<file path="config.mk">
export PLATFORM = sky130hd
export DESIGN_NAME = uart_tx_fifo
export DESIGN_NICKNAME = d
export VERILOG_FILES = /design/src/rtl/uart_tx_fifo.sv
export SDC_FILE = /design/constraint.sdc
export NUM_CORES = 1
export LEC_CHECK = 0
export CAP_MARGIN = 20
export CORE_MARGIN = 1
export CORE_UTILIZATION = 50
export DETAILED_ROUTE_END_ITERATION = 8
export PLACE_DENSITY = 0.77
export REMOVE_ABC_BUFFERS = 1
export SLEW_MARGIN = 20
export SYNTH_ARGS = -nofsm -noshare
export SYNTH_HDL_FRONTEND = slang
export SYNTH_SLANG_ARGS = --single-unit
</file>
<file path="constraint.sdc">
create_clock -name clk -period 2.6 [get_ports clk]
set_input_delay 0.65 -clock clk [delete_from_list [all_inputs] [get_ports clk]]
set_output_delay 0.65 -clock clk [all_outputs]
set_load 0.05 [all_outputs]
</file>
<file path="src/rtl/uart_tx_fifo.sv">
// Byte FIFO between uart_rx and uart_tx in the UART echo path.
// Buffers received bytes and hands them to uart_tx one at a time over the
// start_send/done handshake, so a burst arriving while uart_tx is busy is kept.
// DEPTH must be a power of two and at least 2; AW is derived from it.
module uart_tx_fifo #(
    parameter int unsigned DEPTH = 16,
    localparam int unsigned AW = $clog2(DEPTH)
) (
    input  logic          clk,
    input  logic          rst,
    input  logic [7:0]    wr_data,
    input  logic          wr_en,
    output logic          full,
    output logic          empty,
    output logic [AW:0]   count,
    output logic          overflow,
    output logic [7:0]    tx_byte,
    output logic          start_send,
    input  logic          tx_done
);

    localparam int unsigned CW = AW + 1;

    typedef enum logic [1:0] {
        IDLE = 2'd0,
        SEND = 2'd1,
        WAIT = 2'd2
    } state_t;

    state_t         state_q, state_d;
    logic [AW-1:0]  wr_ptr_q, wr_ptr_d;
    logic [AW-1:0]  rd_ptr_q, rd_ptr_d;
    logic [CW-1:0]  count_q, count_d;
    logic           overflow_q, overflow_d;
    logic [7:0]     tx_byte_q, tx_byte_d;
    logic [7:0]     mem_q [DEPTH];

    logic           wr_accept;
    logic           pop;

    // Status flags come straight from the registered count, so a pop in the
    // same cycle never makes room for a write into a full FIFO.
    assign full       = (count_q == CW'(DEPTH));
    assign empty      = (count_q == '0);
    assign count      = count_q;
    assign overflow   = overflow_q;
    assign tx_byte    = tx_byte_q;
    assign start_send = (state_q == SEND);

    // Write path, pop, occupancy and feeder next-state logic.
    always_comb begin
        wr_accept  = wr_en && !full;
        pop        = 1'b0;
        state_d    = state_q;
        wr_ptr_d   = wr_ptr_q;
        rd_ptr_d   = rd_ptr_q;
        overflow_d = overflow_q;
        tx_byte_d  = tx_byte_q;

        if (wr_accept) begin
            wr_ptr_d = wr_ptr_q + AW'(1);
        end
        if (wr_en && full) begin
            overflow_d = 1'b1;
        end

        case (state_q)
            IDLE: begin
                if (!empty) begin
                    pop       = 1'b1;
                    tx_byte_d = mem_q[rd_ptr_q];
                    rd_ptr_d  = rd_ptr_q + AW'(1);
                    state_d   = SEND;
                end
            end
            SEND: begin
                state_d = WAIT;
            end
            WAIT: begin
                if (tx_done) begin
                    state_d = IDLE;
                end
            end
            default: begin
                state_d = IDLE;
            end
        endcase

        count_d = count_q + CW'(wr_accept) - CW'(pop);
    end

    // Control and status registers; reset abandons any queued bytes and any
    // outstanding wait for tx_done.
    always_ff @(posedge clk or posedge rst) begin
        if (rst) begin
            state_q    <= IDLE;
            wr_ptr_q   <= '0;
            rd_ptr_q   <= '0;
            count_q    <= '0;
            overflow_q <= 1'b0;
            tx_byte_q  <= 8'h00;
        end else begin
            state_q    <= state_d;
            wr_ptr_q   <= wr_ptr_d;
            rd_ptr_q   <= rd_ptr_d;
            count_q    <= count_d;
            overflow_q <= overflow_d;
            tx_byte_q  <= tx_byte_d;
        end
    end

    // Storage array; contents are not reset.
    always_ff @(posedge clk) begin
        if (wr_accept) begin
            mem_q[wr_ptr_q] <= wr_data;
        end
    end

endmodule

</file>
### Yosys cells after proc, flatten, opt, wreduce, memory -nomap -nowiden

Memories as Yosys holds them, arrays and structs flattened. A register that Yosys moved wholly into a read port is not among the register bits.
Cells that the tools add are included.

| word-level totals | value |
|---|---|
| output and inout bits | 17 |
| memories kept | 1 |
| word-level logic and storage cells | 30 |
| register bits | 16 |
| memory bits (writable) | 128 |
| input port bits | 12 |

Memory list:

| name | words | width | rd ports | clocked after Yosys merged registers in | write ports | RTL line | source |
|---|---|---|---|---|---|---|---|
| mem_q | 16 | 8 | 1 | 1 | 1 | 36 | `logic [7:0] mem_q [DEPTH];` |

| operators by class | value |
|---|---|
| reductions and logical operators | 7 |
| bitwise gates (word level) | 1 |
| equal/unequal tests | 5 |
| $add $sub $neg | 4 |
| muxes and demuxes | 7 |

Operators with widths:

| cell | number |
|---|---|
| $add A4 B1 Y4 const B | 2 |
| $pmux W2 S3 | 1 |
| $add A5 B1 Y5 | 1 |
| $eq A5 B5 Y1 const B | 1 |
| $logic_not A5 Y1 | 1 |
| $sub A5 B1 Y5 | 1 |
| $mux W1 | 4 |
| $mux W2 | 2 |
| $ne A2 B2 Y1 const B | 2 |
| $reduce_and A2 Y1 | 2 |
| $eq A2 B1 Y1 const B | 1 |
| $eq A2 B2 Y1 const B | 1 |
| $logic_and A1 B1 Y1 | 2 |
| $logic_not A2 Y1 | 1 |
| $logic_not A1 Y1 | 1 |
| $not A1 Y1 | 1 |

### Depth between registers and ports, before layout

Gate-level depths: netlist of run 1.

| logic depth | value |
|---|---|
| depth after elaboration | 5 |
| mapped depth | 14 |
| depth with buffers taken out | 13 |

### Worst setup path before layout of run 1

OpenSTA, ideal clock, no wires.

| timing | value |
|---|---|
| path type | register to register |
| start point | register count_q[3], in the netlist count[3] |
| end point | register count_q[4], in the netlist count[4] |
| period minus slack after synthesis | 4364 ps |
| cell stages (with the launch flop) | 15 |
| library setup time | 123 ps |
| data arrival time | 4241 ps |
| path slack | -1764 ps |
| required time | 2477 ps |
| buffers on the path | 1 |
| path through | dfrtp_1 inv_1 ha_1 nor4b_1 or3_1 buf_2 inv_1 ha_1 inv_1 ha_1 fa_1 a21oi_1 nor2_1 nor2_1 xnor2_1 |

| on the way | value |
|---|---|
| elaborated cells on any way between the ends | 8 |
| those cells by class | add/sub: 2; eq/ne: 1; mux: 2; reduce/logical: 3 |

RTL lines:

| what | RTL line | source |
|---|---|---|
| start: declaration | 33 | `logic [CW-1:0] count_q, count_d;` |
| start signal: assignment | 106 | `count_q <= count_d;` |
| $logic_not A5 Y1 | 44 | `assign empty = (count_q == '0);` |
| named net empty | 14 | `output logic empty,` |
| $mux W1 | 69 | `if (!empty) begin` |
| $mux W1 | 67 | `case (state_q)` |
| named net pop | 39 | `logic pop;` |
| $sub A5 B1 Y5 | 89 | `count_d = count_q + CW'(wr_accept) - CW'(pop);` |
| named net count_d[4] | 33 |  |

The timed path passes the listed nets, and every way through them passes these cells.
A chain may end at the register's enable or synchronous reset.

### Worst setup path after layout of run 1

| timing | value |
|---|---|
| start point | register count_q[2], in the netlist count[2] |
| end point | register count_q[4], in the netlist count[4] |

| on the way | value |
|---|---|
| elaborated cells on any way between the ends | 8 |
| those cells by class | add/sub: 2; eq/ne: 1; mux: 2; reduce/logical: 3 |

RTL lines:

| what | RTL line |
|---|---|
| $logic_not A5 Y1 | 44 |
| $mux W1 | 69 |
| $mux W1 | 67 |
| named net pop | 39 |
| $sub A5 B1 Y5 | 89 |
| named net count_d[4] | 33 |

The timed path passes the listed nets, and every way through them passes these cells.

==> impl_metrics.json, run 1 <==
{
  "min_path_cells": 1,
  "cts_hold_buf": 0,
  "postRouteAntennaNets": 0,
  "ys_types": 36,
  "yosysWarnings": 0,
  "viasPerCell": 5.69,
  "die_h_um": 113,
  "die_area_sq_um": 12700,
  "syn_area_sq_um": 6120,
  "fin_nets": 410,
  "status": "finished clean",
  "start_kind": "flop",
  "power_frac_seq_pct": 37.9,
  "grt_usage_pct": 20.0,
  "setup_slack_ns": 0.0898,
  "path_max_fanout": 2,
  "p_int_mw": 5.93,
  "gp_congestion": 0.747,
  "critPathArrivalTime_ns": 2.85,
  "drv_cap": 0,
  "slew_violations": 0,
  "synth-simple-area-share_pct": 4.95,
  "final-hold-violation-count": 0,
  "hpwl_um": 7040,
  "drtIter0Drc": 233,
  "h-tree-depth": 4,
  "synth_xor_area_share_pct": 1.43,
  "p_leak_nw": 2.63,
  "synth_top_family_by_area": "multiplexers",
  "fin_worst_skew_ns": 0.00960,
  "ir_drop_v": 0.000609,
  "cts-buffers-inserted": 17,
  "die_width_um": 113,
  "first_global_vias": 3236,
  "route.final.wire_length_um": 11300,
  "grt-ovfl-total": 0,
  "io_pins": 29,
  "setup_viol": 0,
  "reg2reg_depth": 13,
  "drive_gt1_share_pct": 27.3,
  "tightest_slew_ns": 0.675,
  "wire_per_inst_um": 20.7,
  "grt_first_pass_wirelength_um": 17900,
  "min_period_over_period_pct": 96.5,
  "final.min_clock_period_ns": 2.51,
  "cp.depth": 13,
  "rows": 40,
  "cts_buffer_depth": 2,
  "net-switching-power_mw": 2.95,
  "core_area_sq_um": 12000,
  "n_antenna_cell": 0,
  "ys_ff_latch": 152,
  "cts-root-buf": "clkbuf_16",
  "cts_tree": "built",
  "fillCellCount": 839,
  "drcViolationCount": 0,
  "grt_antenna_before_repair": 0,
  "synth_seq_area_share_pct": 72.6,
  "grt_max_degree": 29,
  "required_ns": 2.94,
  "crit_chain": "inv_2, ha_2, nor4b_4, or3_4, inv_1, ha_1, inv_1, ha_2, fa_2, a21oi_2, nor2_1, nor2_1, xnor2_1",
  "synthAdderAreaFrac_pct": 2.58,
  "initial_core_util_pct": 51.2,
  "p_comb_share_pct": 35.5,
  "vias": 3108,
  "p_sw_share_pct": 33.3,
  "cp_slowest_cell": "dfrtp_1",
  "finalSetupTns_ns": 0,
  "clkPwrFrac_pct": 26.6,
  "cp_slowest_stage_delay_ns": 0.40,
  "fmax_mhz": 398,
  "power_density_nw_per_um2": 1190,
  "synthCells": 323,
  "first_pass_iters": 4,
  "clk_latency_ns": 0.42,
  "synthMuxAreaShare_pct": 13.5,
  "critPathTopFamily": "adder cells",
  "dp_slack_ns": -0.220,
  "endpoint_kind": "flop",
  "synth_compound_area_share_pct": 2.41,
  "relSlewSlack_pct": 55.0,
  "io_buffers": 28,
  "path_class": "reg2reg",
  "clock_sinks": 152,
  "clk_pin_slew_ns": 0.06,
  "area_growth_pct": 21.4,
  "hold_class": "reg2reg",
  "avgSynthCellArea_sq_um": 19.0,
  "path_buf_inv": 3
}
## final cells by class
| type | instances | area [sq um] | share of cell area [%] |
|---|---|---|---|
| Tap cell | 147 | 184 | 2.48 |
| Timing Repair Buffer | 61 | 611 | 8.22 |
| Clock buffer | 17 | 425 | 5.73 |
| Multi-Input combinational cell | 139 | 1550 | 20.9 |
| Inverter | 15 | 56.3 | 0.758 |
| Clock inverter | 15 | 155 | 2.09 |
| Sequential cell | 152 | 4440 | 59.8 |
## cells in the final DEF, fill, tap and decap left out, drive strengths merged, types with 8 or more instances in the layout
| cell type | count |
|---|---|
| xnor2 | 8 |
| ha | 11 |
| mux4 | 33 |
| buf | 35 |
| edfxtp | 128 |
| dfrtp | 24 |
| clkdlybuf4s50 | 26 |
| inv | 16 |
| clkbuf | 17 |
| nand2 | 15 |
| and2 | 9 |
## timing repair
action,CTS,global route
pin swaps,0,3
cloned,0,0
gates resized for setup,2,8
endpoints found under the setup margin,1,1
setup buffers,0,3
## worst register-to-register path, stage by stage (launching register included)
cell	delay, ns
dfrtp_1	0.40
inv_2	0.07
ha_2	0.17
nor4b_4	0.23
or3_4	0.19
inv_1	0.06
ha_1	0.27
inv_1	0.04
ha_2	0.18
fa_2	0.37
a21oi_2	0.12
nor2_1	0.05
nor2_1	0.14
xnor2_1	0.14
## state kept, by name (all words and copies together) (netlist names)
name,flops
mem_q,128
tx_byte,8
count,5
rd_ptr_q,4
wr_ptr_q,4
state_q,2
overflow,1
## synth_stat cells
master,count,area (sq um)
mux4_2,30,676
and2_1,9,56.3
inv_1,14,52.6
buf_1,1,3.75
nand2b_1,1,6.26
clkbuf_1,4,15.0
o31ai_1,5,37.5
nor4_1,4,25.0
nor2b_1,7,43.8
or3_1,1,6.26
mux2i_1,7,70.1
nor4b_1,1,8.76
nand4_1,2,12.5
xor2_1,2,17.5
ha_1,11,138
buf_2,6,30.0
edfxtp_1,128,3840
a21oi_1,2,10.0
dfrtp_1,24,601
or2_2,2,12.5
xnor2_1,8,70.1
buf_4,4,30.0
a21o_1,4,30.0
o22ai_1,2,12.5
mux4_1,3,78.8
o21ai_0,1,5.00
nor3_1,4,20.0
nand3_1,1,5.00
and4bb_2,1,12.5
inv_2,1,3.75
nand2_1,15,56.3
buf_6,2,22.5
nor3b_1,2,15.0
a211oi_1,7,52.6
fa_1,1,20.0
nor2_1,6,22.5
## cell families after synthesis
group / after synthesis
adder cells (fa/ha/maj): 12
AND/OR/NAND/NOR: 56
XOR/XNOR: 10
buffers and inverters: 32
AO/OA/AOI/OAI: 21
multiplexers: 40
flip-flops: 152
## power groups by stage
stage | registers, mW | clock network [mW] | logic, mW
final | 3.36 | 2.36 | 3.15
after detailed placement | 3.39 | 0 | 3.07
after CTS | 3.35 | 2.38 | 3.10
after global routing | 3.41 | 2.50 | 3.40
after global placement | 3.36 | 0 | 2.97
after floorplan | 3.88 | 0 | 1.48
## worst paths after layout
kind	startpoint	endpoint	slack (ns)
worst max-delay path	count[2]	count[4]	0.09
worst min-delay path	overflow	overflow	0.46
worst max register to register	count[2]	count[4]	0.09
worst min register to register	overflow	overflow	0.46
max in group asynchronous	rst	tx_byte[0]	1.75
min in group asynchronous	rst	count[4]	0.60
## metal layers
layer | part of all wire (%) | track usage (%) | wire length (um) | vias up
met4 | 1.5 | 7.11 | 165 | 0
met3 | 6.0 | 5.08 | 678 | 13
met5 | 0 | 0 | 0 | -
met1 | 43 | 27.2 | 4800 | 1610
li1 | - | - | - | 1395
met2 | 50 | 31.8 | 5640 | 90
## per-stage QoR
step | std cells | area, sq um | util [%] | hold WS [ns] | power (mW)
final | 546 | 7430 | 62.1 | 0.460 | 8.88
after global routing | 546 | 7430 | 62.1 | 0.488 | 9.31
after CTS | 543 | 7380 | 61.7 | 0.463 | 8.84
after detailed placement | 511 | 6790 | 56.8 | 0.450 | 6.46
after global placement | 511 | 6790 | 56.8 | 0.440 | 6.33
after floorplan | 306 | 6020 | - | 0.574 | 5.36
Note: power is estimated with default switching activity, not from simulation.
==> run 2: changes to the inputs <==
--- a/config.mk
+++ b/config.mk
@@ -9,7 +9,7 @@
 export CORE_MARGIN = 1
 export CORE_UTILIZATION = 50
 export DETAILED_ROUTE_END_ITERATION = 8
-export PLACE_DENSITY = 0.77
+export PLACE_DENSITY = 0.83
 export REMOVE_ABC_BUFFERS = 1
 export SLEW_MARGIN = 20
 export SYNTH_ARGS = -nofsm -noshare
==> run 2 against run 1 <==
Net effect: final cell count down 0.37%; sequential power decreased by 1%; design area decreased by 0.10%; clock power rose by 5%.
==> impl_metrics.json, run 2 (synthesis gave the netlist of run 1 again) <==
{
  "instances_no_fill": 544,
  "dp_cells": 510,
  "grt_first_pass_wirelength_um": 18500,
  "cp_slowest_stage_delay_ns": 0.39,
  "grt_max_degree": 30,
  "grt_usage_pct": 20.7,
  "rows": 40,
  "min_period_over_period_pct": 95.7,
  "status": "finished clean",
  "rr_startpoint": "count[2]",
  "final.min_clock_period_ns": 2.49,
  "path_class": "reg2reg",
  "min_to": "overflow",
  "hpwl_um": 7040,
  "drtIter0Drc": 243,
  "fin_nets": 408,
  "cts-buffers-inserted": 17,
  "die_h_um": 113,
  "first_global_vias": 3354,
  "required_ns": 2.93,
  "die_area_sq_um": 12700,
  "reg2reg_depth": 13,
  "layout_common_cells": "edfxtp_1 (128), mux4_2 (30), buf_4 (27)",
  "hold_class": "reg2reg",
  "top_register": "mem_q",
  "relSlewSlack_pct": 61.2,
  "start_kind": "flop",
  "clk_pin_slew_ns": 0.06,
  "wire_per_inst_um": 22.1,
  "clk_latency_ns": 0.43,
  "drcViolationCount": 0,
  "final-hold-violation-count": 0,
  "route.final.wire_length_um": 12000,
  "hp-start": "overflow",
  "ir_drop_v": 0.000591,
  "cts_buffer_depth": 2,
  "fin_worst_skew_ns": 0.0175,
  "drive_gt1_share_pct": 26.7,
  "cts_tree": "built",
  "die_width_um": 113,
  "largest_reg_flops": 128,
  "gp_congestion": 0.787,
  "critPathTopFamily": "adder cells",
  "cp_slowest_cell": "fa_2",
  "core_area_sq_um": 12000,
  "critPathArrivalTime_ns": 2.82,
  "power_density_nw_per_um2": 1210,
  "io_buffers": 28,
  "crit_chain": "inv_1, ha_1, and4bb_2, nor2b_2, inv_2, ha_1, inv_1, ha_2, fa_2, a21oi_2, nor2_1, nor2_2, xnor2_1",
  "final_common_cell": "edfxtp_1",
  "area_growth_pct": 21.2,
  "tightest_slew_ns": 0.581,
  "setup_slack_ns": 0.113,
  "reg2reg_to": "count[4]",
  "regToRegSetupSlack_ns": 0.11,
  "fmax_mhz": 402,
  "initial_core_util_pct": 51.2,
  "endpoint_kind": "flop",
  "h-tree-depth": 4,
  "vias": 3187,
  "n_antenna_cell": 0,
  "viasPerCell": 5.86,
  "grt-ovfl-total": 0,
  "postRouteAntennaNets": 0,
  "cts-root-buf": "clkbuf_16",
  "grt_antenna_before_repair": 0,
  "first_pass_iters": 4,
  "p_leak_nw": 2.63,
  "cts_hold_buf": 0,
  "min_path_cells": 1,
  "slew_violations": 0,
  "path_buf_inv": 3,
  "setup_viol": 0,
  "io_pins": 29,
  "path_max_fanout": 3,
  "clock_sinks": 152,
  "drv_cap": 0,
  "dp_slack_ns": -0.235,
  "fillCellCount": 789
}
run 2: power by group:
part / internal, mW / total [mW] / switching, mW
sequential: 3.05 / 3.32 / 0.266
combinational: 1.44 / 3.18 / 1.73
clock: 1.47 / 2.47 / 1.00
total: 5.96 / 8.96 / 3.00
run 2: layout make-up:
type	count	area (sq um)	area share (%)
tap	147	184	2.48
sequential	152	4440	59.9
timing repair buffer	59	583	7.86
inverter	15	56.3	0.759
multi-input combinational	139	1550	20.9
clock buffer	19	443	5.97
clock inverter	13	158	2.12
run 2: through the flow:
step                setup TNS (ns)  hold WS (ns)  total power, mW  util (%)  cell area [sq um]
CTS                              0         0.463             8.93      61.7               7380
floorplan                   -50.13         0.574             5.36         -               6020
detailed placement          -0.235         0.449             6.40      56.6               6770
global placement            -0.157         0.439             6.28      56.6               6770
finish                           0         0.459             8.96      62.1               7420
global route               -0.0159         0.478             9.37      62.1               7420
run 2: how the worst max path moves through the flow:
stage | from | endpoint | slack, ns | cells past startpoint
after global routing | count[3] | count[4] | -0.02 | 13
final | count[2] | count[4] | 0.11 | 13
after CTS | count[2] | count[4] | 0.009 | 13
after detailed placement | wr_en | count[4] | -0.24 | 11
after global placement | wr_en | count[4] | -0.16 | 11
after floorplan | count[3] | count[4] | -2.00 | 13
run 2: worst register-to-register path: cells and delay by family (launching register included):
family | cells | cell delay, ns
compound gates | 1 | 0.13
simple gates | 4 | 0.59
flops | 1 | 0.35
fa+ha+maj | 4 | 1.06
buf+inv | 3 | 0.16
xor+xnor | 1 | 0.13
run 2: what timing repair did:
item                                    in CTS  in global routing
pin swaps                                    0                  4
gates resized for setup                      1                  8
endpoints found under the setup margin       1                  1
setup buffers                                0                  2
run 2: metal layers:
layer | up-vias | share of wire, % | global-route usage, %
met5 | - | 0 | 0
met4 | 0 | 1.6 | 8.27
met3 | 17 | 6.0 | 4.91
met2 | 123 | 52 | 34.9
met1 | 1656 | 40 | 26.0
li1 | 1391 | - | -
==> edit 1: new RTL, config.mk and constraints of run 2 <==
Encoding of `state_t`: now one-hot (3 bits for 3 states).
--- a/src/rtl/uart_tx_fifo.sv
+++ b/src/rtl/uart_tx_fifo.sv
@@ -21,10 +21,10 @@
 
     localparam int unsigned CW = AW + 1;
 
-    typedef enum logic [1:0] {
-        IDLE = 2'd0,
-        SEND = 2'd1,
-        WAIT = 2'd2
+    typedef enum logic [2:0] {
+        IDLE = 3'b001,
+        SEND = 3'b010,
+        WAIT = 3'b100
     } state_t;
 
     state_t         state_q, state_d;
Formal check against the unedited RTL: same outputs for any inputs over 10 cycles, from zero or initial values and one cycle with rst high; not proved beyond that.
==> edit 1 against run 2 <==
- total power up 0.32%
- area after synthesis grew 0.69%
- sequential cell count is 1 higher
- clock power shrank 3%
- final area is 0.10% lower
- worst setup slack worse by 0.027 ns
- wire length is 4.6% lower
- clock skew shrank 0.011 ns
- critical endpoint is now start_send
- largest cell class unchanged
==> edit 1: results (changes against run 2) <==
status finished clean; GP Congestion 0.7754 (-1.5%); Post-DP HPWL 7266 um (+3.3%); internal power 0.005957 W (-0.12%); post-synth cell types 33 (-8.3%); Async S/R FF share, synth 16.34% (+0.55 points); GR Util All Layers 20.35% (-0.35 points); Layout Skew 0.006810 ns (-0.01067 ns); CP Max Fanout 4 (+1); global-route wire length before repair 18600 um (+0.41%); wire length per cell 20.91 um (-5.3%); XOR/XNOR Fraction of Synth Area 1.421% (-0.0099 points); post-synthesis mux area share 13.48% (about the same); vias in the first global route 3517 (+4.9%); Vias/cell 5.763 (-1.6%); CP max stage delay 0.84 ns (+0.45 ns); share of cells above drive strength 1 26.18% (-0.52 points); static leakage 2.669 nW (+1.4%); detailed router's first-iteration violation count 160 (-34%); top post-synthesis cells by count edfxtp_1 (128), dfrtp_1 (24), mux4_2 (24); largest net degree at the start of global routing 26 (-13%); Worst VDD drop 0.0007560 V (+28%); mean area per synthesized cell 19.09 um^2 (+0.69%); GRT met1 Usage 24.69% (-1.3 points); Adder-Cell Fraction of Synth Area 2.557% (-0.018 points); Final nets 412 (+0.98%); Global Route met3 Usage 5.088% (+0.17 points); met2 usage 34.93% (about the same)
## edit 1: changes by cell type in the layout (fill, tap and decap cells not counted), moves of 4 or more
cell,delta
and2_1,-9
nand2_1,-5
a21oi_1,+9
a211o_1,+8
buf_4,+9
nor2_1,+11
buf_12,-4
o31ai_1,-5
a211oi_1,-7
mux4_1,+5
mux4_2,-6
a22o_1,+8
nor4_1,-4
## edit 1: power groups by stage
stage	registers [W]	logic, W	clock network, W
after global placement	0.00351	0.00282	0
after global routing	0.00355	0.00335	0.00253
after floorplan	0.00391	0.00152	0
final	0.00350	0.00310	0.00240
after CTS	0.00350	0.00313	0.00243
after detailed placement	0.00353	0.00294	0
## edit 1: layout make-up
class	count	area [um^2]
Multi-Input combinational cell	140	1558
Sequential cell	153	4472
Timing Repair Buffer	64	570.5
Fill cell	831	4597
Tap cell	147	183.9
Clock inverter	15	160.2
Inverter	12	45.04
Clock buffer	17	425.4
## edit 1: per-stage QoR
step	setup TNS (ns)	cell area [um^2]	setup slack, ns	cells	power [W]
finish	0	7415	0.08549	548	0.008992
global route	0	7415	0.005101	548	0.009440
CTS	0	7426	0.01573	550	0.009057
detailed placement	-0.3777	6755	-0.2459	509	0.006477
global placement	-0.1671	6755	-0.1394	509	0.006334
floorplan	-37.74	6052	-2.059	305	0.005436
## edit 1: repair_timing
action / CTS / global route
buffers inserted: 9 / 0
resized for setup: 6 / 2
setup endpoints to repair: 1 / 5
endpoints found under the hold margin: 0 / 0
hold buffers: 0 / 0
pin swaps: 4 / 4
## edit 1: cell families (layout without fill, tap and decap cells)
group | after synthesis | in the layout
DFF | 153 | 153
adders and majority gates | 12 | 12
xor gates and xnor gates | 10 | 10
muxes | 40 | 40
AOI/OAI and AO/OA | 30 | 30
buffers and inverters | 30 | 108
and+or+nand+nor | 48 | 48
## edit 1: final timing paths
check | cells past startpoint | to | from
max | 2 | start_send | state_q[2]
min | 1 | overflow | overflow
max reg2reg | 13 | count[4] | count[2]
min reg2reg | 1 | overflow | overflow
max in group asynchronous | 3 | state_q[0] | rst
min in group asynchronous | 3 | state_q[1] | rst
## edit 1: metal layers
metal	up-vias	part of all wire (%)
li1	1404	-
met1	1620	39
met2	115	53
met3	19	6.4
met4	0	2.2
met5	-	0
==> edit 2: new RTL, settings of run 2 <==
Without the edit above. `DEPTH`: 16 -> 32.
--- a/src/rtl/uart_tx_fifo.sv
+++ b/src/rtl/uart_tx_fifo.sv
@@ -3,7 +3,7 @@
 // start_send/done handshake, so a burst arriving while uart_tx is busy is kept.
 // DEPTH must be a power of two and at least 2; AW is derived from it.
 module uart_tx_fifo #(
-    parameter int unsigned DEPTH = 16,
+    parameter int unsigned DEPTH = 32,
     localparam int unsigned AW = $clog2(DEPTH)
 ) (
     input  logic          clk,
Interface: changed (resized count); port bits go from 29 to 30. The function was not compared with the original's and may differ.
==> edit 2 against run 2 <==
- sequential share of layout area up 3.9 points
- worst setup slack worse by 0.11 ns
- wire length up 90%
- synthesized cell count up 87%
- via count up 83%
- clock skew down 0.0035 ns
- sequential cell count up 131
- the flow now finishes with violations (DRC)
- total power up 63%
- final cell count up 84%
- final area up 77%
- area after synthesis up 85%
- largest power group unchanged
==> edit 2: results (changes against run 2) <==
hold_ws 0.3387 ns (-0.1203 ns); slew margin rel. 49.69% (-11 points); WP data arrival 2.95 ns (+0.13 ns); failing checks DRC; CP max stage delay 0.80 ns (+0.41 ns); top post-synthesis cells by count edfxtp_1 (256), mux2i_1 (48), nor2_1 (46); register area share after synthesis 73.95% (+1.4 points); R2R cell count 5 (-8); Post-DP Area 12220 um^2 (+80%); detailed router's first-iteration violation count 629 (+160%); total CTS buffers 27 (+10); CTS max path bufs 3 (+1); DR DRC count 8 (+8); CP Max Fanout 30 (+27); r2r startpoint rd_ptr_q[0]; Layout Skew 0.01398 ns (-0.003502 ns); clock share of power 25.4% (-2.1 points); XOR/XNOR Fraction of Synth Area 0.8519% (-0.58 points); GP Congestion 0.8702 (+11%); Hold Crit Class in -> async; Post-Place Cells 946 (+85%); largest net degree at the start of global routing 39 (+30%); GR Util All Layers 20.36% (-0.34 points); RR Endpoint tx_byte[3]; Async S/R FF share, synth 9.541% (-6.2 points); synth top area cells edfxtp_1 (68%), mux4_2 (7.4%), dfrtp_1 (6.0%), mux2i_1 (4.2%), ha_1 (1.5%); DR vias 5821 (+83%); post-synth cell types 43 (+19%); clk pwr 0.00370 W (+50%); mean area per synthesized cell 18.76 um^2 (-1.0%); static leakage 4.562 nW (+73%); internal power 0.009730 W (+63%); number of synthesized flops with an enable pin 256 (+100%); sequential share of power 40.6% (+3.6 points); register-to-register path setup slack 0.007 ns (-0.11 ns); Final nets 726 (+78%); Largest Register mem_q; Initial DRT Pass Iterations 8 (+4); Worst path slowest cell dfrtp_4; share of cells above drive strength 1 23.06% (-3.6 points); Vias/cell 5.821 (-0.64%); status finished, violations left; Worst VDD drop 0.0005478 V (-7.3%); vias in the first global route 6166 (+84%); die width 152.4 um (+35%); Post-Route WL 22860 um (+90%); global-route wire length before repair 35680 um (+93%); pre-CTS setup slack -0.2515 ns (-0.01622 ns); Clk Latency, worst-skew pair 0.53 ns (+0.10 ns); Post-DP HPWL 14360 um (+100%); Port Buffer Count 29 (+3.6%)
## edit 2: per-layer routing
layer  wire length, um  track usage [%]  vias up
met1              9206            27.25     2962
li1                  -                -     2599
met4               497            6.074        0
met2             11570            34.25      224
met5                 0                0        -
met3              1580            3.669       36
## edit 2: worst max-delay path by stage
stage	from	endpoint	slack [ns]
6_report	rd_ptr_q[0]	tx_byte[3]	0.007
5_1_grt	count[3]	count[4]	-0.03
3_3_place_gp	wr_en	count[4]	-0.18
3_5_place_dp	wr_en	count[4]	-0.25
4_1_cts	count[3]	count[4]	0.004
2_1_floorplan	rd_ptr_q[0]	tx_byte[0]	-1.49
## edit 2: worst max-delay path: cells and delay by family, from the launching register on
kind	cells	cell delay [ns]
flip-flops	1	0.80
buffers and inverters	1	0.46
AO/OA/AOI/OAI	3	0.89
multiplexers	1	0.25
## edit 2: logic make-up (layout without fill, tap and decap cells)
kind of cell	Yosys count	in the layout
AO/OA/AOI/OAI	65	65
XOR/XNOR	11	11
adder cells (fa/ha/maj)	15	15
buffers and inverters	43	160
flip-flops	283	283
multiplexers	97	97
AND/OR/NAND/NOR	89	89
## edit 2: what timing repair did
| action | CTS | global route |
|---|---|---|
| gates resized for setup | 3 | 5 |
| pin swaps | 0 | 3 |
| buffers inserted | 1 | 3 |
| setup endpoints to repair | 3 | 2 |
## edit 2: layout make-up
| type | count | area [um^2] |
|---|---|---|
| Clock inverter | 16 | 132.6 |
| Sequential cell | 283 | 8367 |
| Timing Repair Buffer | 94 | 784.5 |
| Multi-Input combinational cell | 277 | 2713 |
| Clock buffer | 34 | 701.9 |
| Fill cell | 1527 | 8917 |
| Inverter | 16 | 60.06 |
| Tap cell | 280 | 350.3 |
